===== src/rtl/vote_tally_engine.sv =====
// -----------------------------------------------------------------------------
// vote_tally_engine
//
// Counts votes for N_CAND candidates. The control unit issues one ballot_arm
// pulse per voter. While armed, exactly one pressed button adds one vote for
// that candidate. A multi-press is rejected and the ballot stays valid once
// all buttons are released. Counters saturate, and sat_flag records that an
// increment was dropped. Counts are read through a registered indexed port.
//
// Ports:
//   clock           system clock, rising edge
//   reset           asynchronous active-high reset, clears all state
//   poll_open       level, high while polling is open
//   ballot_arm      one-cycle pulse authorising one vote
//   cand_vote_valid synchronised candidate buttons (bit i = candidate i)
//   rd_sel          candidate index for readout
//   rd_count        registered count of candidate rd_sel (0 if out of range)
//   total_votes     accepted votes since reset (saturating)
//   armed           high while a ballot is pending
//   vote_accepted   one-cycle pulse after an accepted vote
//   vote_rejected   one-cycle pulse after a multi-press
//   sat_flag        sticky, set when any increment was suppressed
// -----------------------------------------------------------------------------
module vote_tally_engine #(
    parameter int N_CAND = 4,
    parameter int CNT_W  = 8,
    parameter int TOT_W  = 12,
    parameter int SEL_W  = 2
) (
    input  logic              clock,
    input  logic              reset,
    input  logic              poll_open,
    input  logic              ballot_arm,
    input  logic [N_CAND-1:0] cand_vote_valid,
    input  logic [SEL_W-1:0]  rd_sel,
    output logic [CNT_W-1:0]  rd_count,
    output logic [TOT_W-1:0]  total_votes,
    output logic              armed,
    output logic              vote_accepted,
    output logic              vote_rejected,
    output logic              sat_flag
);

    typedef enum logic [1:0] {
        IDLE           = 2'd0,
        ARMED          = 2'd1,
        WAIT_REL_DONE  = 2'd2,
        WAIT_REL_RETRY = 2'd3
    } state_t;

    localparam logic [CNT_W-1:0] CNT_MAX = {CNT_W{1'b1}};
    localparam logic [TOT_W-1:0] TOT_MAX = {TOT_W{1'b1}};

    state_t state_reg;
    state_t state_next;

    logic any_press;
    logic one_hot;
    logic accept;
    logic reject;

    logic [N_CAND*CNT_W-1:0] count_flat;
    logic [N_CAND-1:0]       cnt_sat;
    logic                    tot_sat;

    logic [TOT_W-1:0] total_reg;
    logic [CNT_W-1:0] rd_count_reg;
    logic [CNT_W-1:0] rd_count_next;
    logic             accepted_reg;
    logic             rejected_reg;
    logic             sat_flag_reg;

    // Clearing the lowest set bit leaves zero only for a single-bit pattern.
    assign any_press = |cand_vote_valid;
    assign one_hot   = any_press &&
                       ((cand_vote_valid & (cand_vote_valid - N_CAND'(1))) == '0);

    // Closing the poll outranks any press seen in the same cycle.
    assign accept = (state_reg == ARMED) && poll_open && one_hot;
    assign reject = (state_reg == ARMED) && poll_open && any_press && !one_hot;

    // ---------------- FSM: state register ----------------
    always_ff @(posedge clock or posedge reset) begin
        if (reset) begin
            state_reg <= IDLE;
        end else begin
            state_reg <= state_next;
        end
    end

    // ---------------- FSM: next-state logic ----------------
    always_comb begin
        state_next = state_reg;
        case (state_reg)
            IDLE: begin
                // An arm that arrives with a button held or the poll closed is dropped.
                if (ballot_arm && poll_open && !any_press) begin
                    state_next = ARMED;
                end
            end
            ARMED: begin
                if (!poll_open) begin
                    state_next = IDLE;
                end else if (one_hot) begin
                    state_next = WAIT_REL_DONE;
                end else if (any_press) begin
                    state_next = WAIT_REL_RETRY;
                end
            end
            WAIT_REL_DONE: begin
                if (!any_press) begin
                    state_next = IDLE;
                end
            end
            WAIT_REL_RETRY: begin
                if (!poll_open) begin
                    state_next = IDLE;
                end else if (!any_press) begin
                    state_next = ARMED;
                end
            end
            default: state_next = IDLE;
        endcase
    end

    // ---------------- FSM: outputs ----------------
    // armed follows the state directly, so an asynchronous reset drops it at once.
    always_comb begin
        armed = (state_reg == ARMED);
    end

    // ---------------- per-candidate saturating counters ----------------
    genvar gi;
    generate
        for (gi = 0; gi < N_CAND; gi++) begin : gen_cnt
            logic [CNT_W-1:0] cnt_reg;
            logic             hit;

            assign hit         = accept && cand_vote_valid[gi];
            assign cnt_sat[gi] = hit && (cnt_reg == CNT_MAX);

            always_ff @(posedge clock or posedge reset) begin
                if (reset) begin
                    cnt_reg <= '0;
                end else if (hit && (cnt_reg != CNT_MAX)) begin
                    cnt_reg <= cnt_reg + CNT_W'(1);
                end
            end

            assign count_flat[gi*CNT_W +: CNT_W] = cnt_reg;
        end
    endgenerate

    // ---------------- total, pulses, sticky saturation ----------------
    assign tot_sat = accept && (total_reg == TOT_MAX);

    always_ff @(posedge clock or posedge reset) begin
        if (reset) begin
            total_reg    <= '0;
            accepted_reg <= 1'b0;
            rejected_reg <= 1'b0;
            sat_flag_reg <= 1'b0;
        end else begin
            if (accept && (total_reg != TOT_MAX)) begin
                total_reg <= total_reg + TOT_W'(1);
            end
            accepted_reg <= accept;
            rejected_reg <= reject;
            sat_flag_reg <= sat_flag_reg | (|cnt_sat) | tot_sat;
        end
    end

    // ---------------- registered readout ----------------
    // Indices past the last candidate read as zero.
    always_comb begin
        rd_count_next = '0;
        for (int i = 0; i < N_CAND; i++) begin
            if (int'(rd_sel) == i) begin
                rd_count_next = count_flat[i*CNT_W +: CNT_W];
            end
        end
    end

    always_ff @(posedge clock or posedge reset) begin
        if (reset) begin
            rd_count_reg <= '0;
        end else begin
            rd_count_reg <= rd_count_next;
        end
    end

    assign rd_count      = rd_count_reg;
    assign total_votes   = total_reg;
    assign vote_accepted = accepted_reg;
    assign vote_rejected = rejected_reg;
    assign sat_flag      = sat_flag_reg;

endmodule

===== config.mk =====
export PLATFORM = sky130hd
export DESIGN_NAME = vote_tally_engine
export DESIGN_NICKNAME = d
export VERILOG_FILES = /design/src/rtl/vote_tally_engine.sv
export SDC_FILE = /design/constraint.sdc
export NUM_CORES = 1
export LEC_CHECK = 0
export CORE_ASPECT_RATIO = 0.7
export CORE_MARGIN = 2
export CORE_UTILIZATION = 55
export DETAILED_ROUTE_END_ITERATION = 12
export GPL_TIMING_DRIVEN = 1
export PLACE_DENSITY_LB_ADDON = 0.08
export SLEW_MARGIN = 20
export SYNTH_ARGS = -nofsm -noshare
export SYNTH_HDL_FRONTEND = slang
export SYNTH_SLANG_ARGS = --single-unit

===== constraint.sdc =====
create_clock -name clock -period 2.2 [get_ports clock]
set_input_delay 0.44 -clock clock [delete_from_list [all_inputs] [get_ports clock]]
set_output_delay 0.44 -clock clock [all_outputs]
set_load 0.1 [all_outputs]

==> results of run 1 <==
[metal layers]
layer | share of wire [%] | vias up | track usage (%)
met5 | 0 | - | 0
met4 | 0.64 | 0 | 7.50
met3 | 5.3 | 4 | 6.47
met2 | 39 | 50 | 26.6
met1 | 55 | 895 | 35.0
li1 | - | 916 | -
[Yosys cell counts (all sizes together)]
master	count
dfrtp	57
xnor2	24
nand2	17
nand4	16
xor2	14
nand3	11
nor2	9
mux4	8
and3	7
mux2	7
ha	5
nor2b	5
nor4	5
buf	4
inv	4
nor3	4
and4	3
a21oi	2
and3b	2
clkbuf	2
nand4b	2
nor4b	2
o22ai	2
a211o	1
mux2i	1
nand2b	1
nor3b	1
o2111ai	1
o211ai	1
o21ai	1
or2	1
or3b	1
[cell usage in the layout (no fill, tap or decap), drive strengths merged, types with 2 or more instances in the layout]
master and instances:
nand4b 2, clkinv 4, clkdlybuf4s50 9, nor4 5, ha 5, buf 42
and4 3, clkbuf 12, nor2 9, and3 7, nand3 11, a21oi 2
inv 4, nor4b 2, and3b 2, nand2 17, nand4 16, mux4 8
xor2 14, nor3 4, o22ai 2, mux2 7, xnor2 24, dfrtp 57
nor2b 5
[where the power goes]
part | switching (W) | internal [W]
logic | 0.0000945 | 0.0000542
clock network | 0.000391 | 0.000432
registers | 0.0000166 | 0.00106
[metrics by stage]
| stage | instance area [um2] | hold slack, ns | TNS, ns | setup slack (ns) | total power, W |
|---|---|---|---|---|---|
| after global routing | 3340 | 0.429 | 0 | 0.118 | 0.00214 |
| after floorplan | 2700 | 0.455 | 0 | 0.00433 | 0.00119 |
| after global placement | 3170 | 0.474 | -0.241 | -0.0704 | 0.00124 |
| after CTS | 3340 | 0.407 | 0 | 0.224 | 0.00207 |
| final | 3340 | 0.408 | 0 | 0.184 | 0.00205 |
| after detailed placement | 3170 | 0.484 | -0.689 | -0.101 | 0.00125 |
[final timing paths]
path	start	slack, ns	end
worst max-delay path	cand_vote_valid[3]	0.18	total_votes[9]
worst min-delay path	reset	0.41	total_votes[9]
worst max register to register	state_reg[1]	0.51	gen_cnt[3].cnt_reg[6]
worst min register to register	total_votes[10]	0.49	total_votes[10]
max in group asynchronous	reset	1.25	total_votes[3]
min in group clock	total_votes[10]	0.49	total_votes[10]
[logic make-up after synthesis]
| family | after synthesis |
|---|---|
| simple gates | 87 |
| flops | 57 |
| xor+xnor | 38 |
| mux | 16 |
| buf+inv | 10 |
| compound gates | 8 |
| fa+ha+maj | 5 |
[layout make-up]
class / count / area share, %
sequential: 57 / 43.1
multi-input combinational: 154 / 36.5
timing repair buffer: 51 / 12.9
clock buffer: 12 / 4.35
tap: 57 / 2.14
clock inverter: 4 / 0.600
inverter: 4 / 0.450
==> qor.yml, run 1 <==
place:
  port_buffers: 33
  dp_hpwl_mm: 3.88
  placed_cells: 323
  place_congestion: 0.838
cts:
  cts_sinks: 57
  hold_buffers: 0
  cts_buffer_depth: 2
  cts_buffers: 9
  path_clk_slew_ns: 0.06
  cts_setup_buffers: 0
  cts_tree: "yes"
  root_buffer: "clkbuf_8"
  htree_num_levels: 3
  clk_latency_ns: 0.33
  postCtsResizedCells: 0
sta:
  hold_viol: 0
  relSlewSlack_pct: 72.6
  fin_crit_sh_pct: 91.7
  drv_slew: 0
  tightest_slew_ns: 0.405
  rsz0062_at_grt: "false"
  finalSetupViolCount: 0
  finClkSkew_ns: 0.00592
  post-route-min-period_ns: 2.02
  fmax_mhz: 496
worst_setup_path:
  cp_slowest_stage_delay_ns: 0.52
  cp_data_required_time_ns: 2.45
  cp_top_family: "simple AND/OR/NAND/NOR gates"
  critPathArrivalTime_ns: 2.27
  slowest_stage: "clkdlybuf4s50_1"
  cp_cell_sequence: "clkdlybuf4s50_1 > nor4b_1 > a211o_2 > nand2_4 > nor4_1 > xor2_1"
  crit_cells: 6
  cp_num_buf_inv: 1
  reg2reg_depth: 5
  cp_max_fo: 8
  end_kind: "flip-flop"
  startpoint_type: "primary input"
  crit_type: "in2reg"
yosys:
  synth_cell_types: 34
  synth_compound_area_share_pct: 2.00
  synth_top_family_by_area: "simple AND/OR/NAND/NOR gates"
  syn_area_um2: 2690
  yosysTopAreaCell: "dfrtp_1"
  synth_top_area_share_pct: 53.1
  syn_avg_cell_area_um2: 12.2
  synthCells: 221
  synth.area.top_cells: "dfrtp_1, xnor2_1, mux4_2, xor2_1, nand4_1"
  ys_seq_elements: 57
  yosysWarnings: 0
  synth-simple-area-share_pct: 18.6
  ys_seq_area_share_pct: 53.1
  synthAdderAreaFrac_pct: 2.33
  yosys.area_share.xor_xnor_pct: 12.4
  synth_mux_area_share_pct: 10.0
  synthesis.nets: 236
die:
  dieArea_um2: 5470
  initial_core_util_pct: 56.8
  die_height_um: 62.5
  die_x_um: 87.6
  core_um2: 4730
  ios: 34
  row_count: 21
power_and_ir_drop:
  p_per_area_nw_per_um2: 614
  vdd_drop_max_mv: 0.453
  power_leakage_nw: 1.62
worst_hold_path:
  hp-class: "in2async"
drt:
  drc: 0
  dr.pass1.iters: 4
  wl_mm: 5.30
  ant_nets: 0
  via_per_inst: 5.50
  drtIter0Drc: 185
  via_count: 1865
  routedWlPerCell_um: 15.6
final_layout:
  final_cells: 339
  area_delta_synth_final_pct: 24.2
  drive_gt1_share_pct: 30.1
  final_nets: 292
  fillCellCount: 366
  register_area_um2: 1440
  antenna_cells: 0
  fin_util_pct: 70.6
  largest_reg_flops: 32
  multi_input_area_um2: 1220
global_route:
  antenna_found_initial: 0
  overflow: 0
  grt_pass1_wl_mm: 8.87
  grt_pass1_vias: 1798
  grt_use_total_pct: 21.5
  grt_max_degree: 45
flow_run:
  drv_cap: 0
outcome:
  outcome: "finished, final reports clean"
Note: power is estimated with default switching activity, not from simulation.
==> run 2: changes to the inputs <==
--- a/config.mk
+++ b/config.mk
@@ -5,11 +5,11 @@
 export SDC_FILE = /design/constraint.sdc
 export NUM_CORES = 1
 export LEC_CHECK = 0
+export ABC_AREA = 1
 export CORE_ASPECT_RATIO = 0.7
 export CORE_MARGIN = 2
 export CORE_UTILIZATION = 55
 export DETAILED_ROUTE_END_ITERATION = 12
-export GPL_TIMING_DRIVEN = 1
 export PLACE_DENSITY_LB_ADDON = 0.08
 export SLEW_MARGIN = 20
 export SYNTH_ARGS = -nofsm -noshare
==> constraint.sdc (replaced) <==
create_clock -name clock -period 2.6 [get_ports clock]
set_input_delay 0.52 -clock clock [delete_from_list [all_inputs] [get_ports clock]]
set_output_delay 0.52 -clock clock [all_outputs]
set_load 0.1 [all_outputs]
==> run 2 against run 1 <==
  * Worst hold slack gained 0.11 ns
  * Critical endpoint is now gen_cnt[3].cnt_reg[4]
  * Sequential share of layout area shrank 5.1 points
  * Via count grew 42%
==> qor.yml, run 2 <==
global_route:
  antenna_found_initial: 0  # unchanged
  overflow: 0  # unchanged
  grt_pass1_wl_mm: 11.6  # was 8.87 mm
  grt_pass1_vias: 2479  # was 1798
  grt_max_degree: 24  # was 45
  grt_use_total_pct: 23.8  # was 21.5%
flow_run:
  drv_cap: 0  # unchanged
final_layout:
  fillCellCount: 498  # was 366
  final_cells: 506  # was 339
  drive_gt1_share_pct: 17.2  # was 30.1%
  area_delta_synth_final_pct: 15.5  # was 24.2%
  multi_input_area_um2: 1600  # was 1220 um2
  antenna_cells: 0  # unchanged
  final_nets: 441  # was 292
  largest_reg_flops: 32  # unchanged
  layout_common_cells: "nand2_1, dfrtp_1, inv_1"  # was dfrtp_1, buf_4, xnor2_1
  final_common_cell: "nand2_1"  # was dfrtp_1
  register_area_um2: 1430  # was 1440 um2
cts:
  hold_buffers: 0  # unchanged
  clk_latency_ns: 0.33  # about the same
  path_clk_slew_ns: 0.06  # about the same
  cts_tree: "yes"  # unchanged
  cts_buffers: 9  # unchanged
  postCtsResizedCells: 0  # unchanged
  htree_num_levels: 3  # unchanged
  cts_setup_buffers: 0  # unchanged
  cts_buffer_depth: 2  # unchanged
  cts_sinks: 57  # unchanged
  root_buffer: "clkbuf_8"  # unchanged
die:
  ios: 34  # unchanged
  dieArea_um2: 6560  # was 5470 um2
  die_x_um: 95.9  # was 87.6 um
  core_um2: 5730  # was 4730 um2
  die_height_um: 68.4  # was 62.5 um
  row_count: 23  # was 21
  initial_core_util_pct: 56.8  # about the same
yosys:
  ys_seq_elements: 57  # unchanged
  synth_commonest_cells: "nand2_1, dfrtp_1, inv_1"  # was dfrtp_1, xnor2_1, nand2_1, nand4_1, xor2_1
  synth_async_sr_flop_share_pct: 100  # unchanged
  synth_edf_count: 0  # unchanged
  synth_cell_types: 37  # was 34
  synthCells: 385  # was 221
  synth_most_common_cell: "nand2_1"  # was dfrtp_1
  ys.flop_type: "dfrtp_1"  # unchanged
  yosysWarnings: 0  # unchanged
  syn_area_um2: 3250  # was 2690 um2
  synth_top_area_share_pct: 43.8  # was 53.1%
  ys_seq_area_share_pct: 43.8  # was 53.1%
  synthesis.nets: 400  # was 236
  syn_avg_cell_area_um2: 8.45  # was 12.2 um2
  yosysTopAreaCell: "dfrtp_1"  # unchanged
  synth.area.top_cells: "dfrtp_1, nand2_1, xor2_1, nand3_1, inv_1"  # was dfrtp_1, xnor2_1, mux4_2, xor2_1, nand4_1
drt:
  wl_mm: 6.93  # was 5.30 mm
  drc: 0  # unchanged
  dr.pass1.iters: 4  # unchanged
  via_count: 2646  # was 1865
  routedWlPerCell_um: 13.7  # was 15.6 um
  via_per_inst: 5.23  # was 5.50
  drtIter0Drc: 138  # was 185
  ant_nets: 0  # unchanged
place:
  placed_cells: 490  # was 323
  place_ws_ns: 0.270  # was -0.101 ns
  dp_hpwl_mm: 5.29  # was 3.88 mm
  place_congestion: 0.870  # was 0.838
  port_buffers: 33  # unchanged
power_and_ir_drop:
  p_per_area_nw_per_um2: 711  # was 614 nW/um2
  vdd_drop_max_mv: 0.294  # was 0.453 mV
  power_leakage_nw: 1.70  # was 1.62 nW
  power.total_w: 0.00267  # was 0.00205 W
sta:
  tns_ns: 0  # unchanged
  finClkSkew_ns: 0.00940  # was 0.00592 ns
  hold_viol: 0  # unchanged
  worst_slack_ns: 0.607  # was 0.184 ns
  fmax_mhz: 502
  fin_crit_sh_pct: 76.7
  tightest_slew_ns: 0.533  # was 0.405 ns
  drv_slew: 0  # unchanged
  rsz0062_at_grt: "false"  # unchanged
  post-route-min-period_ns: 1.99
  finalSetupViolCount: 0  # unchanged
  relSlewSlack_pct: 64.4  # was 72.6%
worst_hold_path:
  hp-class: "reg2reg"  # was in2async
  hold-path-cell-count: 2
worst_setup_path:
  startpoint_type: "primary input"  # unchanged
  crit_type: "in2reg"  # unchanged
  cp_data_required_time_ns: 2.87  # was 2.45 ns
  end_kind: "flip-flop"  # unchanged
  cp_max_fo: 12  # was 8
  critPathArrivalTime_ns: 2.26  # was 2.27 ns
  reg2reg_depth: 8  # was 5
outcome:
  outcome: "finished, final reports clean"  # unchanged
## run 2: cell types whose count changed after synthesis, sizes merged, moves of 5 or more
cell | previous run | this run
nand4 | 16 | 7
mux2 | 7 | 0
xor2 | 14 | 21
inv | 4 | 39
o21ai | 1 | 30
mux4 | 8 | 0
xnor2 | 24 | 14
nor2b | 5 | 0
and3 | 7 | 0
nand3 | 11 | 34
nand2 | 17 | 112
nor2 | 9 | 35
## run 2: per-stage QoR
stage / utilization, % / hold WS (ns) / instance area [um2]
5_1_grt: 65.7 / 0.559 / 3760
4_1_cts: 65.7 / 0.519 / 3760
3_3_place_gp: 62.6 / 0.502 / 3580
2_1_floorplan: - / 0.484 / 3250
3_5_place_dp: 62.6 / 0.493 / 3580
6_report: 65.7 / 0.516 / 3760
## run 2: critical path, stage by stage
cell and delay [ns]:
clkdlybuf4s50_1 0.51, nor2_2 0.17, nand2_1 0.09, nand2_2 0.14
nand3_4 0.14, clkinv_4 0.12, nand3_2 0.23, inv_1 0.20
nand2_1 0.07, nand2_1 0.06
## run 2: area by class of cell
class	count	area share (%)
clock buffers	14	4.33
inverters	40	4.33
repair buffers	35	7.92
well taps	75	2.50
flip-flops and latches	57	37.9
clock inverters	2	0.333
multi-input cells	283	42.7
## run 2: where the power goes
| part | internal (W) | total [W] | switching (W) |
|---|---|---|---|
| Sequential | 0.000986 | 0.00111 | 0.000128 |
| Clock | 0.000397 | 0.000737 | 0.000339 |
| Combinational | 0.000218 | 0.000822 | 0.000604 |
## run 2: kinds of logic after synthesis
| kind of cell | after synthesis | synth area share (%) |
|---|---|---|
| AO/OA/AOI/OAI | 44 | 9.19 |
| flip-flops | 57 | 43.8 |
| adder cells (fa/ha/maj) | 5 | 1.92 |
| AND/OR/NAND/NOR | 199 | 28.8 |
| buffers and inverters | 45 | 6.88 |
| XOR/XNOR | 35 | 9.42 |
## run 2: metal layers
metal	up-vias	GRT usage (%)	routed length, um
met5	-	0	0
met1	1259	34.4	3460
li1	1324	-	-
met2	54	33.6	2980
met4	0	8.93	97
met3	9	6.94	395
## run 2: path summary, 6_finish.rpt
| kind | start | endpoint | slack, ns |
|---|---|---|---|
| max | cand_vote_valid[2] | gen_cnt[3].cnt_reg[4] | 0.61 |
| min | sat_flag | sat_flag | 0.52 |
| max in group asynchronous | reset | rd_count[1] | 1.42 |
| max reg2reg | total_votes[0] | total_votes[7] | 0.82 |
| min reg2reg | sat_flag | sat_flag | 0.52 |
| min in group asynchronous | reset | vote_rejected | 0.55 |
